File: config.mk
export PLATFORM = sky130hd
export DESIGN_NAME = phy_rx_link
export DESIGN_NICKNAME = d
export VERILOG_FILES = /design/src/rtl/phy_pkg.sv /design/src/rtl/phy_rx_aligner.sv /design/src/rtl/phy_rx_link.sv
export SDC_FILE = /design/constraint.sdc
export NUM_CORES = 1
export LEC_CHECK = 0
export BUFFER_PORTS_ARGS = -buffer_cell sky130_fd_sc_hd__buf_2
export CAP_MARGIN = 40
export CORE_MARGIN = 2
export CORE_UTILIZATION = 45
export CTS_BUF_LIST = sky130_fd_sc_hd__clkbuf_4 sky130_fd_sc_hd__clkbuf_8
export DETAILED_ROUTE_END_ITERATION = 10
export PLACE_DENSITY = 0.66
export SLEW_MARGIN = 20
export SYNTH_ARGS = -nofsm -noshare
export SYNTH_HDL_FRONTEND = slang
export SYNTH_SLANG_ARGS = --single-unit
export TNS_END_PERCENT = 20
File: constraint.sdc
create_clock -name clk_32f -period 2.25 [get_ports clk_32f]
set_clock_uncertainty 0.2 [all_clocks]
set_input_delay 0.1125 -clock clk_32f [delete_from_list [all_inputs] [get_ports clk_32f]]
set_output_delay 0.1125 -clock clk_32f [all_outputs]
set_load 0.05 [all_outputs]
File: src/rtl/phy_pkg.sv
// Purpose: constants and aligner state encoding shared by the PHY transmitter and receiver.
// Latency: none, this file holds declarations only.
// Backpressure: none.
package phy_pkg;

   localparam logic [7:0] PHY_COM_SYM  = 8'hBC;
   localparam logic [7:0] PHY_IDLE_SYM = 8'h7C;

   typedef enum logic [1:0] {
      ST_SEARCH = 2'd0,
      ST_ALIGN  = 2'd1,
      ST_LOCKED = 2'd2
   } phy_state_e;

endpackage

File: src/rtl/phy_rx_aligner.sv
// Purpose: recovers symbol alignment from the serial stream by COM hunting; PHY_RX_LOSS_DET_EN adds a COM-gap loss-of-lock detector.
// Latency: sym_next is combinational; strobe/lock reflect the edge that samples the symbol's last bit.
// Backpressure: none, the serial stream is consumed every clock.
module phy_rx_aligner
   import phy_pkg::*;
#(
   parameter int               WIDTH      = 8,
   parameter logic [WIDTH-1:0] COM_SYM    = WIDTH'(PHY_COM_SYM),
   parameter logic [WIDTH-1:0] IDLE_SYM   = WIDTH'(PHY_IDLE_SYM),
   parameter int               LOCK_COUNT = 4,
   parameter int               GAP_LIMIT  = 64
) (
   input  logic             clk_32f,
   input  logic             reset_L,
   input  logic             serial_in,
   output logic [WIDTH-1:0] sym_next,
   output logic             sym_strobe,
   output logic             sym_is_data,
   output logic             lock
);

   localparam int BW = (WIDTH > 1) ? $clog2(WIDTH) : 1;
   localparam int CW = $clog2(LOCK_COUNT + 1);

   phy_state_e       state_q, state_d;
   logic [WIDTH-1:0] shift_q;
   logic [BW-1:0]    bit_cnt_q;
   logic [CW-1:0]    com_cnt_q;
   logic             boundary;
   logic             is_com;
   logic             is_idle;
   logic             loss;
   logic             unused_bits;

   assign sym_next    = {shift_q[WIDTH-2:0], serial_in};
   assign boundary    = (bit_cnt_q == BW'(WIDTH - 1));
   assign is_com      = (sym_next == COM_SYM);
   assign is_idle     = (sym_next == IDLE_SYM);
   assign sym_is_data = !is_com && !is_idle;

`ifdef PHY_RX_LOSS_DET_EN
   localparam int GW = $clog2(GAP_LIMIT + 1);

   logic [GW-1:0] gap_cnt_q;

   // A non-COM boundary that would push the gap past its limit drops lock.
   assign loss = (state_q == ST_LOCKED) && boundary && !is_com &&
                 (gap_cnt_q == GW'(GAP_LIMIT));
   assign unused_bits = shift_q[WIDTH-1];

   // Gap counter: symbols since the last COM while locked.
   always_ff @(posedge clk_32f or negedge reset_L) begin
      if (!reset_L) begin
         gap_cnt_q <= '0;
      end else if ((state_q != ST_LOCKED) || loss || (boundary && is_com)) begin
         gap_cnt_q <= '0;
      end else if (boundary) begin
         gap_cnt_q <= gap_cnt_q + GW'(1);
      end
   end
`else
   assign loss        = 1'b0;
   assign unused_bits = shift_q[WIDTH-1] ^ (^GAP_LIMIT);
`endif

   // Shift register, bit counter (re-phased on a hunted COM) and COM counter.
   always_ff @(posedge clk_32f or negedge reset_L) begin
      if (!reset_L) begin
         shift_q   <= '0;
         bit_cnt_q <= '0;
         com_cnt_q <= '0;
      end else begin
         shift_q <= sym_next;
         if ((state_q == ST_SEARCH) && is_com) begin
            bit_cnt_q <= '0;
            com_cnt_q <= CW'(1);
         end else begin
            bit_cnt_q <= boundary ? '0 : bit_cnt_q + BW'(1);
            if ((state_q == ST_ALIGN) && boundary) begin
               com_cnt_q <= is_com ? com_cnt_q + CW'(1) : '0;
            end
         end
      end
   end

   // State register.
   always_ff @(posedge clk_32f or negedge reset_L) begin
      if (!reset_L) begin
         state_q <= ST_SEARCH;
      end else begin
         state_q <= state_d;
      end
   end

   // Next state: hunt every bit in SEARCH, check only boundaries afterwards.
   always_comb begin
      state_d = state_q;
      unique case (state_q)
         ST_SEARCH: begin
            if (is_com) begin
               state_d = (LOCK_COUNT == 1) ? ST_LOCKED : ST_ALIGN;
            end
         end
         ST_ALIGN: begin
            if (boundary) begin
               if (!is_com) begin
                  state_d = ST_SEARCH;
               end else if ((com_cnt_q + CW'(1)) == CW'(LOCK_COUNT)) begin
                  state_d = ST_LOCKED;
               end
            end
         end
         ST_LOCKED: begin
            if (loss) begin
               state_d = ST_SEARCH;
            end
         end
         default: state_d = ST_SEARCH;
      endcase
   end

   // Outputs: a strobe is offered only for boundaries that keep lock.
   always_comb begin
      lock       = (state_q == ST_LOCKED);
      sym_strobe = lock && boundary && !loss;
   end

endmodule

File: src/rtl/phy_rx_link.sv
// Purpose: serial-link receiver top; aligns the bit stream and stripes data symbols round-robin over LANES byte lanes (PHY_RX_LOSS_DET_EN enables loss of lock).
// Latency: lane write and valid strobe are registered on the edge that samples a symbol's last bit.
// Backpressure: none, at most one lane write per WIDTH clocks and no stall input.
module phy_rx_link
   import phy_pkg::*;
#(
   parameter int               LANES      = 4,
   parameter int               WIDTH      = 8,
   parameter logic [WIDTH-1:0] COM_SYM    = WIDTH'(PHY_COM_SYM),
   parameter logic [WIDTH-1:0] IDLE_SYM   = WIDTH'(PHY_IDLE_SYM),
   parameter int               LOCK_COUNT = 4,
   parameter int               GAP_LIMIT  = 64
) (
   input  logic                   clk_32f,
   input  logic                   reset_L,
   input  logic                   serial_in,
   output logic [LANES*WIDTH-1:0] data_out,
   output logic [LANES-1:0]       valid_out,
   output logic                   idle_out,
   output logic                   locked
);

   localparam int PW = (LANES > 1) ? $clog2(LANES) : 1;

   logic [WIDTH-1:0]            sym_next;
   logic                        sym_strobe;
   logic                        sym_is_data;
   logic                        lock;
   logic [LANES-1:0][WIDTH-1:0] lane_q;
   logic [LANES-1:0]            valid_q;
   logic [PW-1:0]               lane_ptr_q;

   phy_rx_aligner #(
      .WIDTH      (WIDTH),
      .COM_SYM    (COM_SYM),
      .IDLE_SYM   (IDLE_SYM),
      .LOCK_COUNT (LOCK_COUNT),
      .GAP_LIMIT  (GAP_LIMIT)
   ) u_aligner (
      .clk_32f     (clk_32f),
      .reset_L     (reset_L),
      .serial_in   (serial_in),
      .sym_next    (sym_next),
      .sym_strobe  (sym_strobe),
      .sym_is_data (sym_is_data),
      .lock        (lock)
   );

   assign data_out  = lane_q;
   assign valid_out = valid_q;
   assign locked    = lock;
   assign idle_out  = !lock;

   // Striping: data goes to lane_ptr, COM rewinds the pointer, IDLE is dropped.
   always_ff @(posedge clk_32f or negedge reset_L) begin
      if (!reset_L) begin
         lane_q     <= '0;
         valid_q    <= '0;
         lane_ptr_q <= '0;
      end else begin
         valid_q <= '0;
         if (!lock) begin
            lane_ptr_q <= '0;
         end else if (sym_strobe) begin
            if (sym_is_data) begin
               lane_q[lane_ptr_q]  <= sym_next;
               valid_q[lane_ptr_q] <= 1'b1;
               lane_ptr_q <= (lane_ptr_q == PW'(LANES - 1)) ? '0 : lane_ptr_q + PW'(1);
            end else if (sym_next == COM_SYM) begin
               lane_ptr_q <= '0;
            end
         end
      end
   end

endmodule

==> flow_summary_export.csv, run 1 <==
group,metric,value,unit
drt,via_per_inst,5.223,
power_and_ir_drop,p_int,0.001476,W
grt,grt_start_max_net_pins,54,
finish,fillers,469,
power_and_ir_drop,ir_drop,0.4842,mV
drt,firstDrtPassIters,4,
timing,setup_tns,0,ns
floorplanning,dieArea,5965,um^2
setup_path,cpLargestDelayFamily,"adder cells",
place,place_hpwl,3269,um
logic_synthesis,ys_seq_area_share,54.95,%
grt,overflow,0,
power_and_ir_drop,p_sw,0.0007104,W
drt,vias,1687,
logic_synthesis,ys_ff_latch,53,
setup_path,cp-start-kind,"flop",
finish,area_growth,19.60,%
clocking,path_clk_slew,0.11,ns
drt,detail-route-antenna-nets,0,
drt,first_iter_violations,107,
clocking,numCtsBuffers,5,
place,dp_cells,313,
power_and_ir_drop,swShare,32.49,%
setup_path,crit_type,"reg -> reg",
logic_synthesis,synth_area,2414,um^2
setup_path,cp_num_buf_inv,0,
clocking,cts-root-buf,"clkbuf_8",
clocking,clk_latency,0.32,ns
finish,layout.cells.non_filler,323,
power_and_ir_drop,power_frac_comb,19.9,%
finish,layout-drive-gt1-share,35.18,%
finish,postLayoutCoreUtil,56.16,%
logic_synthesis,ys_types,42,
finish,nets,263,
setup_path,cpMostUsedCell,"ha_1",
logic_synthesis,yosys.area.top_type,"dfrtp_1",
place,place.gp.congestion,0.8133,
clocking,htree_levels,2,
timing,hold_viol,0,
floorplanning,die_y,77.24,um
setup_path,path_cells,"ha_1 > ha_1 > and3_1 > o21ai_4 > mux2_2",
floorplanning,start_util,46.96,%
grt,antenna_found_initial,0,
setup_path,critPathSlowestCell,"dfrtp_1",
logic_synthesis,synth_most_common_cell,"dfrtp_1",
place,port_buffers,40,
logic_synthesis,avgSynthCellArea,12.13,um^2
finish,seqCellArea,1326,um^2
timing,fmaxAchievable,476.4,MHz
timing,fin_crit,2.099,ns
floorplanning,pin_count,41,
logic_synthesis,synth-edff-count,0,
setup_path,cp_max_fo,13,
timing,tightest_slew,0.6496,ns
job,drv_cap,0,
grt,grt.total_usage,16.99,%
timing,min_period_over_period,93.30,%
run_status,outcome,"completed",
setup_path,worstPathRequired,2.26,ns
floorplanning,die_w,77.24,um
timing,rsz0062_at_grt,"false",
floorplanning,num_rows,26,
drt,avgRoutedWirePerCell,14.68,um
logic_synthesis,ys.warnings.count,0,
logic_synthesis,synthTopCellsByArea,"dfrtp_1, mux2_2, ha_1, o22ai_1, a22o_1",
timing,relSlewSlack,56.69,%
grt,grt_pass1_wl,7845,um
logic_synthesis,ys.flop_type,"dfrtp_1",
setup_path,worstSetupEndpointType,"flop",
logic_synthesis,async_reset_ff_share,100.0,%
timing,postLayoutSetupSlackWorst,0.1509,ns
place,pre_cts_slack,0.1633,ns
setup_path,max_stage_delay,0.39,ns
logic_synthesis,ys_top_cells_by_count,"dfrtp_1, mux2_2, inv_1, nand2_1, o22ai_1",
hold_path,min_path_type,"in -> async",
clocking,cts_tree,"done",
logic_synthesis,netlist.area_leader.share,54.95,%
clocking,cts.sinks,53,
logic_synthesis,synth_nets,210,
clocking,ctsLongestPathBuffers,2,
floorplanning,design.core.area,5140,um^2
setup_path,worstPathArrival,2.11,ns
power_and_ir_drop,p_clk_share,30.8,%
logic_synthesis,synthCells,199,
timing,drv_slew,0,
finish,multi_input_area,968.4,um^2
drt,drc,0,
power_and_ir_drop,p_leak,1.426,nW
drt,wirelength,4741,um
timing,finalSetupViolCount,0,
finish,antenna_cells,0,
power_and_ir_drop,seqPwrFrac,49.3,%
power_and_ir_drop,power_density,757.5,nW/um^2
grt,grt_pass1_vias,1549,
## worst min-delay path: stages
cell	delay (ns)
dlygate4sd3_1	0.52
buf_2	0.09
buf_4	0.52
## through the flow
stage	total power [W]	cell area [um^2]	hold slack, ns
6_report	0.002187	2887	0.2349
5_1_grt	0.002296	2887	0.2873
3_3_place_gp	0.001530	2748	0.07211
3_5_place_dp	0.001532	2748	0.06966
2_1_floorplan	0.001412	2414	-0.3831
4_1_cts	0.002223	2887	0.2483
## layout by cell type (no fill, tap or decap), drive strengths merged, types with 2 or more instances in the layout
| master | n |
|---|---|
| a22oi | 8 |
| o211ai | 2 |
| mux2 | 16 |
| o22ai | 10 |
| nand4b | 2 |
| a22o | 7 |
| buf | 56 |
| dlygate4sd3 | 2 |
| nor2b | 5 |
| dfrtp | 53 |
| and3 | 3 |
| nor3 | 4 |
| mux2i | 2 |
| a21oi | 2 |
| nand2 | 10 |
| ha | 8 |
| o21ai | 12 |
| nand3 | 6 |
| nor2 | 6 |
| nand2b | 4 |
| clkbuf | 5 |
| inv | 13 |
| nand3b | 2 |
## area by class of cell
class,count,area share (%)
clock buffer,5,2.384
clock inverter,3,1.734
inverter,12,1.560
multi-input combinational,122,33.55
sequential,53,45.95
tap,70,3.034
timing repair buffer,58,11.79
## logic make-up after synthesis
family / after synthesis / synth area share (%)
XOR/XNOR: 2 / 1.037
multiplexers: 18 / 8.294
buffers and inverters: 24 / 4.924
AND/OR/NAND/NOR: 46 / 11.41
flip-flops: 53 / 54.95
AO/OA/AOI/OAI: 48 / 15.24
adder cells (fa/ha/maj): 8 / 4.147
## final timing paths
| check | from | to | slack, ns | cells past startpoint |
|---|---|---|---|---|
| max | u_aligner.bit_cnt_q[0] | data_out[4] | 0.15 | 5 |
| min | reset_L | u_aligner.com_cnt_q[0] | 0.23 | 3 |
| max reg2reg | u_aligner.bit_cnt_q[0] | data_out[4] | 0.15 | 5 |
| min reg2reg | u_aligner.bit_cnt_q[0] | u_aligner.bit_cnt_q[0] | 0.24 | 1 |
| max in group asynchronous | reset_L | data_out[8] | 1.17 | 3 |
| min in group clk_32f | u_aligner.bit_cnt_q[0] | u_aligner.bit_cnt_q[0] | 0.24 | 1 |
## layer usage
metal / track usage, % / part of all wire, %
met4: 5.357 / 0.97
met1: 24.81 / 50
met2: 23.91 / 44
met5: 0 / 0
met3: 5.529 / 5.1
## power by group through the flow
stage / logic, W / clock network [W] / registers [W]
floorplan: 0.0000918 / 0 / 0.00132
global placement: 0.000434 / 0 / 0.00110
detailed placement: 0.000436 / 0 / 0.00110
CTS: 0.000440 / 0.000705 / 0.00108
global route: 0.000459 / 0.000748 / 0.00109
finish: 0.000435 / 0.000674 / 0.00108
## state kept, by name, summed over array words and instances (netlist names)
register,flops
u_aligner.bit_cnt_q,3
u_aligner.com_cnt_q,3
u_aligner.shift_q,7
lane_ptr_q,2
data_out,32
u_aligner.state_q,2
valid_out,4
## timing repair
item,in CTS,in global routing
hold buffers,2,0
setup buffers,0,0
hold endpoints to repair,58,0
gates resized for setup,0,0
(Power assumes the default switching activity.)
==> run 2, diff against run 1 <==
- CORE_ASPECT_RATIO: default -> 1.5
- CTS_CLUSTER_SIZE: default -> 24
- PLACE_DENSITY: 0.66 -> 0.76
==> flow_summary_export.csv, run 2 (synthesis results as in run 1) <==
group,metric,value,unit
finish,antenna_cells,0,
timing,finalSetupViolCount,0,
setup_path,worstPathRequired,2.25,ns
power_and_ir_drop,p_int,0.001368,W
finish,layout-drive-gt1-share,34.92,%
setup_path,critPathSlowestCell,"dfrtp_1",
run_status,outcome,"completed",
setup_path,cp_num_buf_inv,0,
floorplanning,num_rows,32,
drt,detail-route-antenna-nets,0,
floorplanning,pin_count,41,
setup_path,cp_max_fo,8,
finish,layout_common_cells,"dfrtp_1, buf_2, mux2_2",
grt,grt.total_usage,17.81,%
floorplanning,die_w,63.80,um
clocking,cts_tree,"done",
setup_path,worstReg2RegEnd,"data_out[10]",
timing,relSlewSlack,64.31,%
place,port_buffers,40,
setup_path,max_stage_delay,0.48,ns
power_and_ir_drop,power_density,721.4,nW/um^2
timing,tightest_slew,0.5354,ns
drt,avgRoutedWirePerCell,15.37,um
finish,area_growth,18.56,%
clocking,ctsLongestPathBuffers,2,
setup_path,crit_start,"u_aligner.shift_q[3]",
drt,via_per_inst,5.263,
grt,grt_pass1_vias,1728,
clocking,numCtsBuffers,5,
power_and_ir_drop,seqPwrFrac,52.1,%
power_and_ir_drop,swShare,33.76,%
place,place.gp.congestion,0.7999,
floorplanning,dieArea,5977,um^2
hold_path,min_path_type,"in -> async",
timing,fin_crit,2.048,ns
timing,drv_slew,0,
drt,first_iter_violations,79,
finish,largest_register_ffs,32,
drt,drc,0,
setup_path,path_cells,"nand4b_4 > or2_1 > o21ai_4 > mux2_2",
clocking,path_clk_slew,0.10,ns
power_and_ir_drop,ir_drop,0.5458,mV
setup_path,cp-start-kind,"flop",
timing,rsz0062_at_grt,"false",
setup_path,r2r_slack,0.20,ns
timing,min_period_over_period,91.03,%
grt,overflow,0,
drt,vias,1684,
floorplanning,die_y,93.70,um
setup_path,worstPathArrival,2.05,ns
job,drv_cap,0,
setup_path,r2r_start,"u_aligner.shift_q[3]",
drt,firstDrtPassIters,4,
power_and_ir_drop,p_sw,0.0006968,W
setup_path,crit_type,"reg -> reg",
timing,hold_viol,0,
grt,antenna_found_initial,0,
setup_path,r2r_cells,4,
clocking,cts-root-buf,"clkbuf_8",
clocking,cts.sinks,53,
finish,nets,262,
floorplanning,design.core.area,5165,um^2
timing,fmaxAchievable,488.2,MHz
setup_path,worstSetupEndpointType,"flop",
clocking,clk_latency,0.31,ns
clocking,htree_levels,2,
grt,grt_pass1_wl,8217,um
drt,wirelength,4919,um
grt,grt_start_max_net_pins,34,
timing,setup_tns,0,ns
power_and_ir_drop,p_leak,1.407,nW
floorplanning,start_util,46.73,%
finish,postLayoutCoreUtil,55.40,%
power_and_ir_drop,p_clk_share,26.5,%
setup_path,cpLargestDelayFamily,"simple AND/OR/NAND/NOR gates",
place,place_hpwl,3618,um
power_and_ir_drop,power_frac_comb,21.3,%
finish,final_common_cell,"dfrtp_1",
==> run 2: worst max-delay path by stage <==
stage	end	depth (start not counted)	slack, ns
floorplan	data_out[18]	6	0.19
global placement	data_out[11]	4	0.21
global route	data_out[12]	4	0.08
detailed placement	data_out[11]	4	0.18
CTS	data_out[12]	4	0.17
finish	data_out[10]	4	0.20
==> run 2: power groups by stage <==
stage,Combinational [W],Clock [W],Sequential (W)
4_1_cts,0.000445,0.000557,0.00108
3_3_place_gp,0.000436,0,0.00109
6_report,0.000440,0.000548,0.00108
3_5_place_dp,0.000441,0,0.00110
5_1_grt,0.000466,0.000589,0.00109
2_1_floorplan,0.0000918,0,0.00132
==> run 2: timing repair <==
action                                  in CTS  in global routing
setup buffers                                0                  0
endpoints found under the hold margin       58                  0
endpoints found under the setup margin       0                  0
hold buffers                                 2                  0
gates resized for setup                      0                  0
==> run 2: area by class of cell <==
cell class	instances	area (um^2)
fill	449	2303
inverter	12	45.04
timing repair buffer	57	345.3
sequential	53	1326
multi-input combinational	122	968.4
clock buffer	6	76.32
clock inverter	2	15.01
tap	68	85.08
==> run 2: metrics by stage <==
step                      hold slack (ns)  cell area (um^2)  cells  total power (W)  setup WS [ns]
after global routing               0.1623              2861    320         0.002143        0.07841
after global placement           -0.08152              2750    310         0.001530         0.2150
after CTS                          0.1304              2861    320         0.002080         0.1749
after detailed placement         -0.08185              2750    310         0.001538         0.1831
after floorplan                   -0.3831              2414    199         0.001412         0.1949
final                              0.1094              2861    320         0.002064         0.2018
==> run 2: per-layer routing <==
layer | vias up | part of all wire (%) | track usage (%)
li1 | 822 | - | -
met1 | 816 | 43 | 22.00
met2 | 35 | 51 | 30.03
met3 | 11 | 3.1 | 2.998
met4 | 0 | 2.4 | 8.514
met5 | - | 0 | 0
